### config.mk
export PLATFORM = sky130hd
export DESIGN_NAME = cla_pipe_adder
export DESIGN_NICKNAME = d
export VERILOG_FILES = /design/src/rtl/cla_pipe_adder.sv
export SDC_FILE = /design/constraint.sdc
export NUM_CORES = 1
export LEC_CHECK = 0
export ABC_CLOCK_PERIOD_IN_PS = 4250
export CAP_MARGIN = 25
export CORE_MARGIN = 5
export CORE_UTILIZATION = 30
export CTS_BUF_LIST = sky130_fd_sc_hd__clkbuf_8 sky130_fd_sc_hd__clkbuf_16
export DETAILED_ROUTE_END_ITERATION = 10
export GPL_TIMING_DRIVEN = 0
export PLACE_DENSITY_LB_ADDON = 0.3
export SETUP_SLACK_MARGIN = 0.3
export SLEW_MARGIN = 25
export SYNTH_ARGS = -nofsm -noshare
export SYNTH_HDL_FRONTEND = slang
export SYNTH_SLANG_ARGS = --single-unit
### constraint.sdc
create_clock -name clk -period 4.25 [get_ports clk]
set_input_delay 0.425 -clock clk [delete_from_list [all_inputs] [get_ports clk]]
set_output_delay 0.425 -clock clk [all_outputs]
set_load 0.005 [all_outputs]
### src/rtl/cla_pipe_adder.sv
// rtl/cla_pipe_adder.sv - pipelined carry-lookahead adder with valid/ready stream handshake
// Optional subtract/overflow support: define CLA_PIPE_ADD_SUB_EN.
module cla_pipe_adder #(
  parameter int N   = 32,
  parameter int BLK = 8
) (
  input  logic         clk,
  input  logic         rst,
  input  logic         in_valid,
  output logic         in_ready,
  input  logic [N-1:0] A,
  input  logic [N-1:0] B,
  input  logic         Cin,
`ifdef CLA_PIPE_ADD_SUB_EN
  input  logic         Sub,
  output logic         Ovf,
`endif
  output logic         out_valid,
  input  logic         out_ready,
  output logic [N-1:0] Sum,
  output logic         Cout
);

  localparam int STAGES = (BLK > 0 && N >= BLK) ? N / BLK : 1;

  if (BLK < 1 || N < BLK || ((BLK > 0) ? (N % BLK) : 1) != 0) begin : g_bad_cfg
    $error("cla_pipe_adder: N must be a non-zero multiple of BLK");
  end

  // One lookahead slice: every carry is a flat sum of products of g/p terms and
  // the slice carry-in, so no carry ripples from bit to bit inside the slice.
  function automatic logic [BLK:0] cla_slice(input logic [BLK-1:0] a,
                                             input logic [BLK-1:0] b,
                                             input logic           cin);
    logic [BLK-1:0] g;
    logic [BLK-1:0] p;
    logic [BLK:0]   c;
    logic           term;
    g = a & b;
    p = a ^ b;
    c = '0;
    for (int i = 0; i <= BLK; i++) begin
      term = cin;
      for (int j = 0; j < i; j++) term = term & p[j];
      c[i] = term;
      for (int j = 0; j < i; j++) begin
        term = g[j];
        for (int m = j + 1; m < i; m++) term = term & p[m];
        c[i] = c[i] | term;
      end
    end
    return {c[BLK], p ^ c[BLK-1:0]};
  endfunction

  logic [N-1:0] b_eff;
  logic         cin_eff;

  // Subtraction is folded into the add at the front: invert B and force carry-in.
  always_comb begin
    b_eff   = B;
    cin_eff = Cin;
`ifdef CLA_PIPE_ADD_SUB_EN
    if (Sub) begin
      b_eff   = ~B;
      cin_eff = 1'b1;
    end
`endif
  end

  // Stage k adds slice k and registers the sum so far, the carry into slice k+1
  // and the operand bits that later slices still need.
  for (genvar k = 0; k < STAGES; k++) begin : g_st
    localparam int REM = N - k * BLK;

    logic [REM-1:0]         a_in;
    logic [REM-1:0]         b_in;
    logic                   c_in;
    logic                   v_in;
    logic                   rdy;
    logic                   nxt_rdy;
    logic [BLK:0]           res;
    logic [(k+1)*BLK-1:0]   sum_d;
    logic                   v_q;
    logic                   c_q;
    logic [(k+1)*BLK-1:0]   sum_q;

    if (k == 0) begin : g_src
      assign a_in  = A;
      assign b_in  = b_eff;
      assign c_in  = cin_eff;
      assign v_in  = in_valid;
      assign sum_d = res[BLK-1:0];
    end else begin : g_src
      assign a_in  = g_st[k-1].g_rem.a_q;
      assign b_in  = g_st[k-1].g_rem.b_q;
      assign c_in  = g_st[k-1].c_q;
      assign v_in  = g_st[k-1].v_q;
      assign sum_d = {res[BLK-1:0], g_st[k-1].sum_q};
    end

    if (k == STAGES - 1) begin : g_down
      assign nxt_rdy = out_ready;
    end else begin : g_down
      assign nxt_rdy = g_st[k+1].rdy;
    end

    assign res = cla_slice(a_in[BLK-1:0], b_in[BLK-1:0], c_in);
    // An empty stage always accepts, so bubbles collapse behind a stall.
    assign rdy = !v_q || nxt_rdy;

    // Stage register: valid follows upstream when ready; data only loads with a real beat.
    always_ff @(posedge clk) begin
      if (rst) begin
        v_q   <= 1'b0;
        c_q   <= 1'b0;
        sum_q <= '0;
      end else if (rdy) begin
        v_q <= v_in;
        if (v_in) begin
          sum_q <= sum_d;
          c_q   <= res[BLK];
        end
      end
    end

    if (REM > BLK) begin : g_rem
      logic [REM-BLK-1:0] a_q;
      logic [REM-BLK-1:0] b_q;

      // Carry the not-yet-added operand bits forward alongside the beat.
      always_ff @(posedge clk) begin
        if (rdy && v_in) begin
          a_q <= a_in[REM-1:BLK];
          b_q <= b_in[REM-1:BLK];
        end
      end
    end

`ifdef CLA_PIPE_ADD_SUB_EN
    if (k == STAGES - 1) begin : g_ovf
      logic ovf_q;
      logic ovf_d;

      // Signed overflow: operand signs agree but the result sign differs.
      assign ovf_d = (a_in[BLK-1] == b_in[BLK-1]) && (res[BLK-1] != a_in[BLK-1]);

      // Overflow flag travels with the final stage so it lines up with Sum.
      always_ff @(posedge clk) begin
        if (rst) begin
          ovf_q <= 1'b0;
        end else if (rdy && v_in) begin
          ovf_q <= ovf_d;
        end
      end
    end
`endif
  end

  assign in_ready  = g_st[0].rdy;
  assign out_valid = g_st[STAGES-1].v_q;
  assign Sum       = g_st[STAGES-1].sum_q;
  assign Cout      = g_st[STAGES-1].c_q;
`ifdef CLA_PIPE_ADD_SUB_EN
  assign Ovf       = g_st[STAGES-1].g_ovf.ovf_q;
`endif

endmodule

=== Yosys cells after proc, flatten, opt, wreduce, memory -nomap -nowiden ===
Index checks and enable logic that the tools add are counted.

* Bitwise operators: 300
* Reduce and logical (&&, ||, !) cells: 15

{| class="wikitable"
|+ Operator list
! kind !! count
|-
| bitwise AND 1 bit || 144
|-
| bitwise OR 1 bit || 144
|-
| bitwise XOR 8 bit || 8
|-
| bitwise AND 8 bit || 4
|-
| AND reduction 2 bit || 4
|-
| logical NOT 1 bit || 4
|-
| logical OR 1 bit || 4
|-
| logical AND 1 bit || 3
|}

* Register bits after elaboration: 184
* Input bits: 69
* Output and inout port bits: 35

=== Logic depth before layout (Yosys ltp) ===
Gate-level depths: netlist (run 1).

* Depth in word-level cells: 17
* Gate-level depth with buffers: 6
* Mapped depth without buffers: 6

=== Least setup slack after synthesis (run 1) ===
Ideal clock, no wire load.

* Path type: reg-to-reg
* From: register g_st[0].g_rem.a_q[0]
* To: register g_st[1].c_q
* Arrival: 1.685 ns
* Required time: 4.116 ns
* Path slack: 2.431 ns
* Stages on the path, launching flop included: 7
* Path buffers: 0
* Clock period less this slack: 1.819 ns
* Path through: edfxtp_1 -> ha_1 -> ha_1 -> o211ai_1 -> a21oi_1 -> o41ai_1 -> a211oi_1

* Cells in the longest elaborated chain, start to end: 17
* Elaborated cells on any way between the ends: 25

{| class="wikitable"
|+ Ends and longest elaborated chain
! item !! RTL line !! RTL
|-
| start, declared || 127 || <nowiki>logic [REM-BLK-1:0] a_q;</nowiki>
|-
| start signal, assigned || 133 || <nowiki>a_q <= a_in[REM-1:BLK];</nowiki>
|-
| bitwise XOR 8 bit || 40 || <nowiki>p = a ^ b;</nowiki>
|-
| bitwise AND 1 bit (8 in a row) || 44 || <nowiki>for (int j = 0; j < i; j++) term = term & p[j];</nowiki>
|-
| bitwise OR 1 bit (*) (8 in a row) || 49 || <nowiki>c[i] = c[i] | term;</nowiki>
|-
| end signal, assigned || 121 || <nowiki>c_q <= res[BLK];</nowiki>
|-
| end, declared || 84 || <nowiki>logic c_q;</nowiki>
|}

Mark *: on every way between the ends. The rest lies on a longest branch, timed or not.
A chain may end at the register's enable or synchronous reset.

=== Worst setup path after layout (run 1) ===
* From: input out_ready
* To: output in_ready

* Cells in the longest elaborated chain, start to end: 4

{| class="wikitable"
|+ Ends and longest elaborated chain
! item !! RTL line !! RTL
|-
| start, declared || 19 || <nowiki>input logic out_ready,</nowiki>
|-
| logical OR 1 bit (4 in a row) || 109 || <nowiki>assign rdy = !v_q || nxt_rdy;</nowiki>
|-
| end, declared || 10 || <nowiki>output logic in_ready,</nowiki>
|}

No other way between the ends.

==> key figures, run 1 <==
Worst setup path
  – Max FO, Critical Path: 4
  – Critical setup path kind: input port to output pin
  – Element type at the critical path start: input port
  – Crit path required time: roughly 3.8 ns
  – Critical path capture point type: output pin
  – Worst Path Arrival: 1.83 ns
  – Most used cell, CP: clkdlybuf4s50_1
  – CP cell instances: clkdlybuf4s50_1 -> and4b_1 -> nand2_1 -> clkdlybuf4s50_1
  – Slowest cell on crit path: clkdlybuf4s50_1
  – Critical Path Max Stage Delay: approximately 0.52 ns

Yosys
  – Cell area after synthesis: roughly 0.0074 mm²
  – Synth Flop Type: edfxtp_1
  – Fraction of registers with async set or reset after synthesis: 0%
  – Post-synth net total: 727
  – Synth top area share: 39.1%
  – Post-synth EDFFs: 96
  – Syn Inst Count: 618
  – Yosys reg bits: 184
  – Post-synthesis sequential area ratio: 63.0%
  – Area contributors post-synth: edfxtp_1 (39%), dfxtp_1 (24%), ha_1 (6.1%)
  – Yosys Warn Count: 0
  – Cell taking the most area after synthesis: edfxtp_1
  – Synthesized area per cell: ~12 µm²
  – Netlist cell types: 56

Cells and area
  – P&R area growth vs syn: 27.7%
  – Layout fillers: 2,438
  – Area of the multi-input gates: 0.00256 mm²
  – Final nets: between 800 and 900
  – Flip-flop and latch area: 0.00464 mm²
  – Ant diodes: 0
  – Ratio of cells with drive above 1 in the final layout: 9.83%
  – Fin cells: 1,077

Power and ir drop
  – Power per cell area: 416 mW/mm²
  – Leak pwr: 3.28 nW
  – VDD IR max: 0.232 mV

Clock tree
  – Post-CTS resize count: 0
  – Inserted Clock Buffers: 17
  – Clock latency on the worst-skew pair: between 0.4 and 0.5 ns
  – TritonCTS clock tree: yes
  – Clock root cell: clkbuf_16
  – CTS Sinks: 184
  – H-tree levels: 4
  – Hold_buf cts: 0
  – Post-CTS Setup Inserts: 0
  – Clk pin slew, worst setup/hold paths: ~0.070 ns
  – Clk buf depth: 2

Floorplanning
  – Die H: 167 µm
  – Row count: 57
  – DIE WIDTH: 167 µm
  – Core area: 0.0242 mm²
  – Die area: 0.0278 mm²
  – Top Ports: 104
  – Starting density of the core: between 30% and 40%

Global route
  – Vias in the first global route: about 4,800
  – Initial antenna violation count: 2
  – First-pass GRT wire length: 25,700 µm
  – Largest net degree at the start of global routing: 58
  – Global-route usage over all layers: 11.7%
  – Total congestion overflow: 0

Timing
  – Final setup margin: 2.00 ns
  – Final slew viol count: 0
  – Final min period: ~2.3 ns
  – Setup violations, final: 0
  – Slew @ Worst Pin: 0.700 ns
  – Clk_skew: 0.0113 ns
  – RSZ-0062 raised after global routing: false
  – FMAX: ~440 MHz
  – Max-Slew Margin vs Limit: 53.3%
  – Final number of hold-violating endpoints: 0
  – Setup TNS: 0 ns
  – Period utilisation layout: 53.0%

Place
  – PortBufs: 102
  – Placed Instances: 1,044
  – Hpwl dp: 11,700 µm
  – Placer Congestion: just under 0.8
  – Dpl ws: 1.70 ns

Routing
  – Final wirelength: 16,000 µm
  – Iteration count of the initial detailed-routing pass: 4
  – Antenna-violating nets left: 0
  – Vias per Instance: 4.56
  – Residual DRC count: 0
  – Initial DRC count: 247
  – Routed len/inst: approximately 15 µm
  – Vias: slightly below 5,000

Hold path
  – Worst min path class: flip-flop to flip-flop

Run
  – Max Cap Violations: 0

Status
  – Status: complete, no violations
worst paths after layout:
check             slack [ns]  depth (start not counted)                              to                             from
setup reg to reg        2.19                          6        g_st[1].c_q$_SDFFE_PP0P_   g_st[0].g_rem.a_q[0]$_DFFE_PP_
setup / recovery        2.00                          4                        in_ready                        out_ready
hold reg to reg         0.42                          0  g_st[2].g_rem.b_q[7]$_DFFE_PP_  g_st[1].g_rem.b_q[15]$_DFFE_PP_
hold / removal          0.42                          0  g_st[2].g_rem.b_q[7]$_DFFE_PP_  g_st[1].g_rem.b_q[15]$_DFFE_PP_
cell usage in the layout, fill, tap and decap left out, types with 5 or more instances in the layout:
master,n
edfxtp_1,96
buf_2,14
a21oi_1,76
o21ai_0,6
a211oi_1,11
clkbuf_1,9
nand2_1,116
o21a_1,15
nand3_1,16
xnor2_1,8
ha_1,36
clkbuf_16,20
o41ai_1,7
dfxtp_1,88
or3_1,8
clkdlybuf4s50_1,102
inv_1,5
nor2_1,23
final cells by class:
class	count	share of cell area [%]
inverter	8	0.319
tap	324	4.30
buffer	27	1.46
sequential	184	49.3
multi-input combinational	399	27.2
clock buffer	20	5.31
timing repair buffer	103	11.0
clock inverter	12	1.05
critical path, delay by kind of cell:
| kind | cells | cell delay (ns) |
|---|---|---|
| and+or+nand+nor | 2 | 0.37 |
| buffers and inverters | 2 | 1.03 |
synthesized netlist by cell type, types with 9 or more instances:
master      n
buf_2      14
nand3_1    16
nor2_1     23
a21oi_1    76
clkbuf_1    9
dfxtp_1    88
nand2_1   116
a211oi_1   11
edfxtp_1   96
o21a_1     15
ha_1       36
stage by stage:
stage | power (mW) | instance area, µm² | hold WS [ns] | utilization [%]
floorplan | 2.24 | 7380 | 0.400 | -
global placement | 2.38 | 8800 | 0.403 | 36.3
detailed placement | 2.39 | 8800 | 0.405 | 36.3
CTS | 3.98 | 9400 | 0.420 | 38.8
global route | 4.09 | 9420 | 0.424 | 38.9
finish | 3.92 | 9420 | 0.417 | 38.9
cells by family after synthesis:
| kind of cell | synth area share (%) |
|---|---|
| AO/OA/AOI/OAI | 14.2 |
| XOR/XNOR | 0.950 |
| adder cells (fa/ha/maj) | 7.19 |
| buffers and inverters | 2.27 |
| flip-flops | 63.0 |
| multiplexers | 0.339 |
| AND/OR/NAND/NOR | 12.1 |
power breakdown:
part | total, mW | switching, mW | internal [mW]
clock network | 1.58 | 0.691 | 0.890
logic | 0.348 | 0.180 | 0.167
registers | 2.00 | 0.0349 | 1.96
sequential cells by signal, indices dropped and copies added (netlist names):
register	count
g_st.g_rem.b_q	48
out_valid	1
g_st.g_rem.a_q	48
Cout	1
g_st.v_q	3
g_st.sum_q	48
g_st.c_q	3
Sum	32
layer usage:
layer / global-route usage, % / routed length, µm / up-vias
met2: 19.0 / 7700 / 85
met1: 15.3 / 7430 / 2305
li1: - / - / 2497
met3: 3.53 / 726 / 15
met4: 3.27 / 162 / 4
met5: 0 / 20 / -
Power figures use the tool's default switching activity.
==> run 2, diff against run 1 <==
--- a/config.mk
+++ b/config.mk
@@ -5,7 +5,7 @@
 export SDC_FILE = /design/constraint.sdc
 export NUM_CORES = 1
 export LEC_CHECK = 0
-export ABC_CLOCK_PERIOD_IN_PS = 4250
+export ABC_CLOCK_PERIOD_IN_PS = 2200
 export CAP_MARGIN = 25
 export CORE_MARGIN = 5
 export CORE_UTILIZATION = 30
==> constraint.sdc (replaced) <==
create_clock -name clk -period 2.2 [get_ports clk]
set_input_delay 0.22 -clock clk [delete_from_list [all_inputs] [get_ports clk]]
set_output_delay 0.22 -clock clk [all_outputs]
set_load 0.005 [all_outputs]
==> run 2 against run 1 <==
  * Cell area increased by 2.5%
  * Largest cell class unchanged
  * Setup slack worse by 1.7 ns
  * Critical path type is now flip-flop to output pin
  * Core utilization increased by 0.98 points
  * Largest power group unchanged
==> key figures, run 2 (synthesis gave the netlist of run 1 again) <==
Routing
  – Vias per Instance: 4.57
  – Iteration count of the initial detailed-routing pass: 4
  – Residual DRC count: 0
  – Antenna-violating nets left: 0
  – Final wirelength: 16,400 µm
  – Initial DRC count: 219
  – Vias: 4,970
  – Routed len/inst: 15.1 µm

Power and ir drop
  – Power per cell area: 790 mW/mm²
  – Leak pwr: about 3.4 nW
  – Power Total: 7.63 mW
  – VDD IR max: 0.448 mV

Floorplanning
  – Die area: 0.0278 mm²
  – Top Ports: around 100
  – Row count: 57
  – Starting density of the core: 30.4%
  – Die H: 167 µm
  – Core area: 0.0242 mm²
  – DIE WIDTH: around 170 µm

Status
  – Status: complete, no violations

Timing
  – Period utilisation layout: 84.4%
  – RSZ-0062 raised after global routing: true
  – Final setup margin: 0.342 ns
  – FMAX: 538 MHz
  – Fin Hold WS: 0.267 ns
  – Final slew viol count: 0
  – Clk_skew: about 0.011 ns
  – Setup violations, final: 0
  – Final number of hold-violating endpoints: 0
  – Final min period: 1.86 ns
  – Slew @ Worst Pin: 0.744 ns
  – Max-Slew Margin vs Limit: 50.4%

Place
  – Placer Congestion: 0.774
  – Dpl ws: -0.144 ns
  – Hpwl dp: between 10,000 and 15,000 µm
  – PortBufs: 102

Cells and area
  – Biggest regs: g_st.g_rem.a_q: 48 flops, g_st.g_rem.b_q: 48 flops, g_st.sum_q: 48 flops
  – Ratio of cells with drive above 1 in the final layout: 13.7%
  – Final nets: 860
  – Most common cell after layout, fill and taps aside: nand2_1
  – P&R area growth vs syn: 30.9%
  – Leading cell types in the layout, fill and taps excluded: nand2_1 (115), clkdlybuf4s50_1 (102), edfxtp_1 (96)
  – Ant diodes: 0

Clock tree
  – H-tree levels: 4
  – Clk buf depth: 2
  – CTS Sinks: 184
  – Clk pin slew, worst setup/hold paths: around 0.070 ns
  – Clock latency on the worst-skew pair: around 0.43 ns
  – Clock root cell: clkbuf_16
  – Inserted Clock Buffers: 17
  – TritonCTS clock tree: yes

Global route
  – Global-route usage over all layers: roughly an eighth
  – Largest net degree at the start of global routing: 58
  – Initial antenna violation count: 2
  – First-pass GRT wire length: 25,900 µm
  – Total congestion overflow: 0
  – Vias in the first global route: 4,881

Worst setup path
  – Worst Path Arrival: 1.64 ns
  – Crit path required time: 1.98 ns
  – Critical Path Max Stage Delay: 0.51 ns
  – Critical setup path kind: flip-flop to output pin
  – Critical path capture point type: output pin
  – Max FO, Critical Path: 8
  – CP delay by family, top: buffers and inverters
  – CP cell instances: and4b_1 -> nand2_2 -> clkdlybuf4s50_1
  – Buffers & Inverters on Critical Path: 1
  – Slowest cell on crit path: clkdlybuf4s50_1
  – Element type at the critical path start: flip-flop

Run
  – Max Cap Violations: 0

Hold path
  – Worst min path class: input port to flip-flop
[run 2: cell types whose count changed in the layout (fill, tap and decap cells not counted), moves of 3 or more]
cell and change:
ha_4 +4, buf_4 +13, dfxtp_1 -3, ha_1 -5, o41ai_1 -4, a21oi_1 -3, o41ai_2 +4
[run 2: routing by layer]
layer	track usage (%)	routed length (µm)	up-vias
met2	19.2	7900	99
met1	15.4	7530	2328
met4	3.27	155	4
met3	3.53	777	14
met5	0	20	-
li1	-	-	2525
[run 2: path summary, 6_finish.rpt]
kind                                        start                              to  slack [ns]  cells past startpoint
setup / recovery         g_st[2].v_q$_SDFFE_PP0P_                        in_ready        0.34                      3
hold reg to reg   g_st[1].g_rem.b_q[15]$_DFFE_PP_  g_st[2].g_rem.b_q[7]$_DFFE_PP_        0.42                      0
hold / removal                                rst  g_st[2].sum_q[23]$_SDFFE_PP0P_        0.27                      4
setup reg to reg   g_st[0].g_rem.a_q[0]$_DFFE_PP_  g_st[1].sum_q[13]$_SDFFE_PP0P_        0.36                      6
[run 2: final cells by class]
type / instances / area, µm²
clock inverters: 12 / 98.8
multi-input cells: 399 / 2720
plain buffers: 27 / 143
clock buffers: 20 / 500
repair buffers: 114 / 1110
inverters: 8 / 30.0
fillers: 2416 / 14600
well taps: 324 / 405
flip-flops and latches: 184 / 4650
[run 2: timing repair]
action,4_1_cts,5_1_grt
hold buffers,0,0
gates resized for setup,10,21
buffers inserted,5,7
pin swaps,7,15
setup endpoints to repair,47,17
hold endpoints to repair,0,0
[run 2: where the power goes]
part	total, mW	internal (mW)	switching (mW)
Sequential	3.86	3.79	0.0692
Clock	3.06	1.72	1.34
Combinational	0.715	0.346	0.370
Total	7.63	5.85	1.78
[run 2: stage by stage]
step / instance area [µm²] / setup TNS (ns) / util, % / std cells
after floorplan: 7380 / 0 / - / 618
after global placement: 8800 / -4.56 / 36.3 / 1044
after detailed placement: 8800 / -5.32 / 36.3 / 1044
after CTS: 9470 / 0 / 39.1 / 1081
after global routing: 9660 / 0 / 39.8 / 1088
final: 9660 / 0 / 39.8 / 1088
[run 2: worst min-delay path, stage by stage]
cell and delay (ns):
buf_2 0.16, nor2b_1 0.13, mux2i_1 0.08, o311ai_1 0.06
